**config.mk**
```make
export PLATFORM = sky130hd
export DESIGN_NAME = cdc_result_tx
export DESIGN_NICKNAME = d
export VERILOG_FILES = /design/src/rtl/cdc_result_tx.sv
export SDC_FILE = /design/constraint.sdc
export NUM_CORES = 1
export LEC_CHECK = 0
export ABC_AREA = 0
export CAP_MARGIN = 40
export CORE_MARGIN = 4
export CORE_UTILIZATION = 63
export CTS_CLUSTER_DIAMETER = 120
export DETAILED_ROUTE_END_ITERATION = 8
export PLACE_DENSITY = 0.84
export SYNTH_ARGS = -nofsm -noshare
export SYNTH_HDL_FRONTEND = slang
export SYNTH_SLANG_ARGS = --single-unit
```
**constraint.sdc**
```tcl
create_clock -name clk2 -period 6.55 [get_ports clk2]
set_input_delay 1.31 -clock clk2 [delete_from_list [all_inputs] [get_ports clk2]]
set_output_delay 1.31 -clock clk2 [all_outputs]
set_load 0.05 [all_outputs]
```
**src/rtl/cdc_result_tx.sv**
```systemverilog
// cdc_result_tx: clk2-side write end of a gray-pointer async FIFO returning results to clk1
module cdc_result_tx #(
  parameter int DSIZE     = 8,
  parameter int ASIZE     = 4,
  parameter int AF_THRESH = 14
) (
  input  logic             clk2,
  input  logic             rst_n,
  input  logic             in_valid,
  input  logic [DSIZE-1:0] in_data,
  output logic             in_ready,
  input  logic [ASIZE:0]   rptr_gray_async,
  output logic [ASIZE:0]   wptr_gray,
  input  logic [ASIZE-1:0] rd_addr,
  output logic [DSIZE-1:0] rd_data,
  output logic             wfull,
  output logic             walmost_full,
  output logic [ASIZE:0]   wlevel,
  output logic             overflow
);
  localparam logic [ASIZE:0] AF = (ASIZE+1)'(AF_THRESH);
  logic [DSIZE-1:0] mem [2**ASIZE];
  logic [ASIZE:0] wbin, rq1, rq2, rbin, wbin_nxt, wgray_nxt, lvl_nxt;
  logic acc;
  assign acc       = in_valid && !wfull;
  assign in_ready  = rst_n && !wfull;
  assign wbin_nxt  = wbin + {{ASIZE{1'b0}}, acc};
  assign wgray_nxt = wbin_nxt ^ (wbin_nxt >> 1);
  assign lvl_nxt   = wbin_nxt - rbin;
  assign rd_data   = mem[rd_addr];
  for (genvar i = 0; i <= ASIZE; i++) begin : g2b
    assign rbin[i] = ^rq2[ASIZE:i];
  end
  // storage write; data lands on the same edge the pointer is published, so the reader sees it settled
  always_ff @(posedge clk2)
    if (acc) mem[wbin[ASIZE-1:0]] <= in_data;
  // write pointer, read-pointer synchronizer and status flags computed from the next pointer
  always_ff @(posedge clk2 or negedge rst_n)
    if (!rst_n) begin
      wbin         <= '0;
      wptr_gray    <= '0;
      rq1          <= '0;
      rq2          <= '0;
      wfull        <= 1'b0;
      walmost_full <= 1'b0;
      wlevel       <= '0;
      overflow     <= 1'b0;
    end else begin
      wbin         <= wbin_nxt;
      wptr_gray    <= wgray_nxt;
      rq1          <= rptr_gray_async;
      rq2          <= rq1;
      wfull        <= wgray_nxt == {~rq2[ASIZE:ASIZE-1], rq2[ASIZE-2:0]};
      walmost_full <= lvl_nxt >= AF;
      wlevel       <= lvl_nxt;
      overflow     <= overflow || (in_valid && wfull);
    end
endmodule
```
==> PnR_summary.wiki, run 1 <==
{| class="wikitable"
! Metric !! Value
|-
| Fraction of the cycle the final worst path needs || 81.21%
|-
| Fillers || 537
|-
| Pint || 2058 µW
|-
| Gr usage total || 23.56%
|-
| Highest Clock Rate || 0.1880 GHz
|-
| Initial antenna violation count || 0
|-
| Cell types occupying the most area after synthesis || sky130_fd_sc_hd__edfxtp_1, sky130_fd_sc_hd__dfrtp_1, sky130_fd_sc_hd__mux4_2
|-
| Cell accounting for the most synthesized area || sky130_fd_sc_hd__edfxtp_1
|-
| Worst hold path type || flip-flop to flip-flop
|-
| Number of setup buffers added after CTS || 0
|-
| Core Area || 9371 µm²
|-
| Pre-CTS setup slack || 1255 ps
|-
| Hold Worst Slack || 352.9 ps
|-
| Reg2Reg Setup Slack || 3890 ps
|-
| Worst supply voltage drop on vdd || 327.1 µV
|-
| Worst Max-Slew Pin Slew || 959.1 ps
|-
| Number of failing setup endpoints in the final timing report || 0
|-
| Effective utilization at floorplan || 65.70%
|-
| Beginning of the worst hold path || rq1[2]
|-
| Reg clk slew, reported paths || 60 ps
|-
| Proportion of layout cells with a drive suffix above 1 || 20.26%
|-
| Combinational fraction of design power || 26.5%
|-
| Cell count after placement || 487
|-
| Cell count after synthesis || 316
|-
| H-tree levels || 4
|-
| # DRC || 0
|-
| GPL Wtd Cong || 0.7823
|-
| Fraction of the yosys area taken by sequential cells || 73.40%
|-
| Standby leakage power || 0.002564 µW
|-
| Count of yosys warnings during synthesis || 0
|-
| Die width || 106.9 µm
|-
| TritonCTS Buffers || 17
|-
| Slew headroom || 35.82%
|-
| Yosys cell types || 41
|-
| Most common library cell in the layout ignoring fill and taps || sky130_fd_sc_hd__edfxtp_1
|-
| Post-DP HPWL || 7585 µm
|-
| Outcome || completed
|-
| Post-synthesis instance area || 6157 µm²
|-
| Number of nets in the finished design || 406
|-
| Number of rows in the core area || 35
|-
| Launching element type of the critical path || input pin
|-
| IO Port Bufs || 41
|-
| Smallest setup slack after layout || 1231 ps
|-
| DRT iter0 DRCs || 335
|-
| Minimum period implied by the final worst setup slack || 5319 ps
|-
| N_diodes || 0
|-
| Pins Over Slew Limit || 0
|-
| Required arrival time at the worst endpoint || 5240 ps
|-
| Arrival @ worst endpoint || 4010 ps
|-
| Highest-count cells in the layout ignoring fill and taps || sky130_fd_sc_hd__edfxtp_1, sky130_fd_sc_hd__clkdlybuf4s50_1, sky130_fd_sc_hd__mux4_2, sky130_fd_sc_hd__dfrtp_1, sky130_fd_sc_hd__nor2_1
|-
| Final hold violation count || 0
|-
| Overall power after layout || 3017 µW
|-
| Number of vias per cell after detailed routing || 6.104
|-
| First drt pass iteration count || 5
|-
| Y dimension of the die || 106.9 µm
|-
| Post-synthesis register bit count || 155
|-
| Number of hold buffers added after cts || 0
|-
| CTS Root Buffer Type || sky130_fd_sc_hd__clkbuf_8
|-
| Top cell type's share of synthesized area || 62.43%
|-
| RSZ-0062 raised after global routing || no
|-
| Post-DR wirelength/cell || 23.39 µm
|-
| Critical Path Sink Type || output port
|-
| Area Growth Syn to Fin || 18.74%
|-
| Seq pwr share || 42.8%
|-
| Total length of routed wires || 12140 µm
|-
| Critical path class || input pin to output port
|-
| Clock buffer depth || 2
|-
| Power per Cell Area || 412.7 nW/µm²
|-
| Share of power burned in the clock network || 30.7%
|-
| Async set or reset register ratio after synthesis || 17.42%
|-
| Wire length of the first global-routing pass || 19090 µm
|-
| Clock tree skew after final layout || 8.370 ps
|-
| Switch Pwr || 959.3 µW
|-
| Crit. Startpoint || rd_addr[1]
|-
| Global-route congestion overflow total || 0
|-
| Synthesized Nets || 344
|-
| Crit Path Max Fanout || 21
|-
| Reg2Reg Launch Point || wfull
|-
| Mean Syn Cell Area || 19.48 µm²
|-
| Top-level I/O count || 42
|-
| Post-synth EDFFs || 128
|-
| Clock sink count || 155
|-
| Number of nets with antenna violations after routing || 0
|-
| Total of max-cap violations || 0
|-
| Resized cells post-CTS || 0
|-
| Via count of the routed design || 3168
|-
| Switch share || 31.80%
|-
| Most frequently used flop master after synthesis || sky130_fd_sc_hd__edfxtp_1
|-
| Full die area || 11420 µm²
|-
| TNS Setup || 0 ps
|-
| Clock tree from TritonCTS || built
|-
| Via count of the first global-routing pass || 3314
|-
| Final cell count without fillers || 519
|-
| Maximum number of pins on one net before global-route repair || 29
|-
| Skew-Pair Late Insertion Delay || 520 ps
|}
state kept, by name, summed over array words and instances, names as in the netlist:
register      count
wbin              5
wptr_gray         4
wfull             1
wlevel            5
mem             128
rq1               5
rq2               5
overflow          1
walmost_full      1
metal layers:
metal	up-vias	share of wire, %	track usage, %
met5	-	0	0
met4	0	3.2	9.041
met3	40	7.4	5.780
met2	165	50	37.90
met1	1595	40	31.63
li1	1368	-	-
layout make-up:
class,instances,area (µm²),area share (%)
multi-input cells,138,1509,20.64
flip-flops and latches,155,4519,61.82
inverters,9,33.78,0.4621
clock inverters,13,143.9,1.968
well taps,129,161.4,2.208
repair buffers,57,525.5,7.188
clock buffers,18,417.9,5.716
power by group through the flow:
stage               logic, µW  clock network [µW]  registers (µW)
floorplan                 456                   0            1400
global placement          763                   0            1300
detailed placement        791                   0            1310
CTS                       804                 935            1290
global route              867                 983            1300
finish                    800                 927            1290
worst max-delay path, cell delays in order:
cell                              delay [ps]
sky130_fd_sc_hd__clkdlybuf4s50_1         800
sky130_fd_sc_hd__buf_4                   400
sky130_fd_sc_hd__mux4_2                  370
sky130_fd_sc_hd__a22oi_1                 290
sky130_fd_sc_hd__nand2_1                  90
sky130_fd_sc_hd__clkdlybuf4s50_1         720
cell usage after synthesis (2+ instances only):
library cell and number:
sky130_fd_sc_hd__nor2_1 17, sky130_fd_sc_hd__buf_1 3, sky130_fd_sc_hd__o21ai_0 2, sky130_fd_sc_hd__buf_4 4, sky130_fd_sc_hd__nand2_1 14, sky130_fd_sc_hd__edfxtp_1 128, sky130_fd_sc_hd__xor2_2 2, sky130_fd_sc_hd__mux4_2 27
sky130_fd_sc_hd__buf_6 2, sky130_fd_sc_hd__clkbuf_1 3, sky130_fd_sc_hd__a22oi_1 16, sky130_fd_sc_hd__ha_1 7, sky130_fd_sc_hd__nor2b_1 5, sky130_fd_sc_hd__inv_1 9, sky130_fd_sc_hd__dfrtp_1 27, sky130_fd_sc_hd__nand2b_1 3
sky130_fd_sc_hd__nor3_1 4, sky130_fd_sc_hd__and2_1 2, sky130_fd_sc_hd__xor2_1 6, sky130_fd_sc_hd__nand3_1 2, sky130_fd_sc_hd__mux4_1 5, sky130_fd_sc_hd__xnor2_1 9
metrics by stage:
stage / instance area, µm² / util [%]
floorplan: 6157 / -
global placement: 6674 / 71.21
detailed placement: 6741 / 71.94
CTS: 7303 / 77.93
global route: 7311 / 78.01
finish: 7311 / 78.01
worst paths after layout:
check,cells after the start,endpoint
max in group asynchronous,2,wbin[3]
min in group asynchronous,2,rq1[4]
worst min register to register,0,rq2[2]
worst max-delay path,6,rd_data[6]
worst max register to register,11,walmost_full
worst min-delay path,0,rq2[2]
cell families after synthesis:
group | after synthesis | synth area share, %
simple gates | 53 | 4.105
mux | 33 | 12.17
flops | 155 | 73.40
compound gates | 25 | 3.089
fa+ha+maj | 8 | 1.748
buf+inv | 23 | 2.174
xor+xnor | 19 | 3.312
Note: power is estimated with default switching activity, not from simulation.
==> inputs of run 2 (changes only) <==
--- a/config.mk
+++ b/config.mk
@@ -8,10 +8,10 @@
 export ABC_AREA = 0
 export CAP_MARGIN = 40
 export CORE_MARGIN = 4
-export CORE_UTILIZATION = 63
+export CORE_UTILIZATION = 53
 export CTS_CLUSTER_DIAMETER = 120
 export DETAILED_ROUTE_END_ITERATION = 8
-export PLACE_DENSITY = 0.84
+export PLACE_DENSITY = 0.76
 export SYNTH_ARGS = -nofsm -noshare
 export SYNTH_HDL_FRONTEND = slang
 export SYNTH_SLANG_ARGS = --single-unit
==> constraint.sdc (replaced) <==
create_clock -name clk2 -period 4.5 [get_ports clk2]
set_input_delay 0.9 -clock clk2 [delete_from_list [all_inputs] [get_ports clk2]]
set_output_delay 0.9 -clock clk2 [all_outputs]
set_load 0.05 [all_outputs]
==> run 2 against run 1 <==
  * Clock power grew 38%
  * Worst setup slack worse by 280 ps
  * Worst hold slack got worse by 6.0 ps
  * Utilization is 14 points lower
  * Largest cell class unchanged
  * Largest power group unchanged
  * Highest routed layer unchanged
==> PnR_summary.wiki, run 2 (synthesized netlist as in run 1, its figures left out) <==
{| class="wikitable"
! Metric !! Value
|-
| Pre-CTS setup slack || 896.5 ps (was 1255 ps)
|-
| RSZ-0062 raised after global routing || no (unchanged)
|-
| Post-DP HPWL || 7876 µm (was 7585 µm)
|-
| Critical path class || input pin to output port (unchanged)
|-
| Gr usage total || 19.37% (was 23.56%)
|-
| Maximum number of pins on one net before global-route repair || 33 (was 29)
|-
| Full die area || 13410 µm² (was 11420 µm²)
|-
| IO Port Bufs || 41 (unchanged)
|-
| # DRC || 0 (unchanged)
|-
| Top-level I/O count || 42 (unchanged)
|-
| Wire length of the first global-routing pass || 18290 µm (was 19090 µm)
|-
| Number of flip-flops under the largest register name || 128 (unchanged)
|-
| Clock sink count || 155 (unchanged)
|-
| Number of failing setup endpoints in the final timing report || 0 (unchanged)
|-
| Post-DR wirelength/cell || 22.02 µm (was 23.39 µm)
|-
| Core Area || 11420 µm² (was 9371 µm²)
|-
| Skew-Pair Late Insertion Delay || 420 ps (was 520 ps)
|-
| Switch share || 31.44% (was 31.80%)
|-
| Worst Max-Slew Pin Slew || 753.9 ps (was 959.1 ps)
|-
| Worst hold path type || flip-flop to flip-flop (unchanged)
|-
| Area Growth Syn to Fin || 19.14% (was 18.74%)
|-
| Resized cells post-CTS || 0 (unchanged)
|-
| Global-route congestion overflow total || 0 (unchanged)
|-
| H-tree levels || 4 (unchanged)
|-
| Y dimension of the die || 115.8 µm (was 106.9 µm)
|-
| Total of max-cap violations || 0 (unchanged)
|-
| Via count of the routed design || 3079 (was 3168)
|-
| Number of nets with antenna violations after routing || 0 (unchanged)
|-
| Initial antenna violation count || 0 (unchanged)
|-
| Standby leakage power || 0.002584 µW (was 0.002564 µW)
|-
| Pins Over Slew Limit || 0 (unchanged)
|-
| Most common library cell in the layout ignoring fill and taps || sky130_fd_sc_hd__edfxtp_1 (unchanged)
|-
| Met2 wire length || 5954 µm (was 6046 µm)
|-
| Number of nets in the finished design || 411 (was 406)
|-
| Smallest setup slack after layout || 948.0 ps (was 1231 ps)
|-
| Number of vias per cell after detailed routing || 5.712 (was 6.104)
|-
| Crit Path Max Fanout || 32 (was 21)
|-
| Fraction of the cycle the final worst path needs || 78.93%
|-
| CTS Root Buffer Type || sky130_fd_sc_hd__clkbuf_16 (was sky130_fd_sc_hd__clkbuf_8)
|-
| DRT iter0 DRCs || 234 (was 335)
|-
| Outcome || completed (unchanged)
|-
| Required arrival time at the worst endpoint || 3600 ps (was 5240 ps)
|-
| Worst supply voltage drop on vdd || 500.0 µV (was 327.1 µV)
|-
| Reg clk slew, reported paths || 60 ps (about the same)
|-
| Slew headroom || 49.55% (was 35.82%)
|-
| Proportion of layout cells with a drive suffix above 1 || 22.47% (was 20.26%)
|-
| Via count of the first global-routing pass || 3270 (was 3314)
|-
| Combinational fraction of design power || 27.0% (was 26.5%)
|-
| First drt pass iteration count || 5 (unchanged)
|-
| Seq pwr share || 43.4% (was 42.8%)
|-
| Number of rows in the core area || 39 (was 35)
|-
| GPL Wtd Cong || 0.7419 (was 0.7823)
|-
| Highest Clock Rate || 0.2815 GHz
|-
| Number of setup buffers added after CTS || 0 (unchanged)
|-
| Clock buffer depth || 2 (unchanged)
|-
| Post-route met1 wirelength || 4955 µm (was 4802 µm)
|-
| Clock tree skew after final layout || 6.027 ps (was 8.370 ps)
|-
| Final hold violation count || 0 (unchanged)
|-
| Clock tree from TritonCTS || built (unchanged)
|-
| Share of power burned in the clock network || 29.6% (was 30.7%)
|-
| TritonCTS Buffers || 17 (unchanged)
|-
| Power per Cell Area || 588.3 nW/µm² (was 412.7 nW/µm²)
|-
| Number of hold buffers added after cts || 0 (unchanged)
|-
| Effective utilization at floorplan || 53.92% (was 65.70%)
|-
| Die width || 115.8 µm (was 106.9 µm)
|-
| Switch Pwr || 1357 µW (was 959.3 µW)
|-
| Critical Path Sink Type || output port (unchanged)
|-
| N_diodes || 0 (unchanged)
|-
| Total length of routed wires || 11870 µm (was 12140 µm)
|-
| Minimum period implied by the final worst setup slack || 3552 ps
|-
| Routed wire length on met3 || 752 µm (was 902 µm)
|-
| Arrival @ worst endpoint || 2650 ps (was 4010 ps)
|-
| TNS Setup || 0 ps (unchanged)
|-
| Top layer used by detailed routing || met4 (unchanged)
|-
| Pint || 2959 µW (was 2058 µW)
|-
| Launching element type of the critical path || input pin (unchanged)
|-
| Highest-count cells in the layout ignoring fill and taps || sky130_fd_sc_hd__edfxtp_1, sky130_fd_sc_hd__clkdlybuf4s50_1, sky130_fd_sc_hd__mux4_2, sky130_fd_sc_hd__dfrtp_1, sky130_fd_sc_hd__buf_4 (was sky130_fd_sc_hd__edfxtp_1, sky130_fd_sc_hd__clkdlybuf4s50_1, sky130_fd_sc_hd__mux4_2, sky130_fd_sc_hd__dfrtp_1, sky130_fd_sc_hd__nor2_1)
|}
## run 2: cell count changes in the layout (fill, tap and decap cells not counted), sizes merged
cell and delta:
clkbuf +1, bufinv -1, buf +13, clkinv +2, clkinvlp +2, inv -3, clkdlybuf4s50 -8
## run 2: through the flow
step	hold WS [ps]	util [%]	cells	cell area (µm²)	power [µW]
6_report	346.9	64.24	539	7336	4315
5_1_grt	356.2	64.24	539	7336	4524
4_1_cts	347.6	64.24	539	7336	4359
3_5_place_dp	334.7	59.54	507	6799	3078
3_3_place_gp	333.3	58.95	499	6731	3028
2_1_floorplan	331.2	-	316	6157	2702
## run 2: worst paths after layout
| kind | start | endpoint | slack [ps] | cells after the start |
|---|---|---|---|---|
| max | rd_addr[1] | rd_data[4] | 950 | 6 |
| min | rq1[4] | rq2[4] | 350 | 0 |
| max reg2reg | wfull | walmost_full | 1900 | 11 |
| min reg2reg | rq1[4] | rq2[4] | 350 | 0 |
| max in group asynchronous | rst_n | wlevel[0] | 3390 | 2 |
| min in group asynchronous | rst_n | wptr_gray[3] | 870 | 2 |
## run 2: critical path: stages
cell and delay, ps:
sky130_fd_sc_hd__clkdlybuf4s50_1 450, sky130_fd_sc_hd__buf_4 390, sky130_fd_sc_hd__mux4_2 380, sky130_fd_sc_hd__a22oi_1 200, sky130_fd_sc_hd__nand2_1 110, sky130_fd_sc_hd__buf_4 200
## run 2: metal layers
metal  vias to the layer above  global-route usage, %
met5                         -                      0
met4                         0                  8.275
met3                        15                  5.483
met2                       114                  30.65
met1                      1574                  25.48
li1                       1376                      -
## run 2: layout make-up
cell class / instances / area [µm²]
Sequential cell: 155 / 4519
Multi-Input combinational cell: 138 / 1504
Tap cell: 143 / 178.9
Fill cell: 791 / 4083
Timing Repair Buffer: 62 / 563.0
Clock buffer: 19 / 432.9
Clock inverter: 13 / 103.9
Inverter: 9 / 33.78
## run 2: power by group through the flow
stage	combinational [µW]	sequential (µW)	clock (µW)
finish	1160	1870	1280
global route	1260	1890	1370
detailed placement	1180	1900	0
floorplan	664	2040	0
global placement	1140	1890	0
CTS	1190	1870	1300
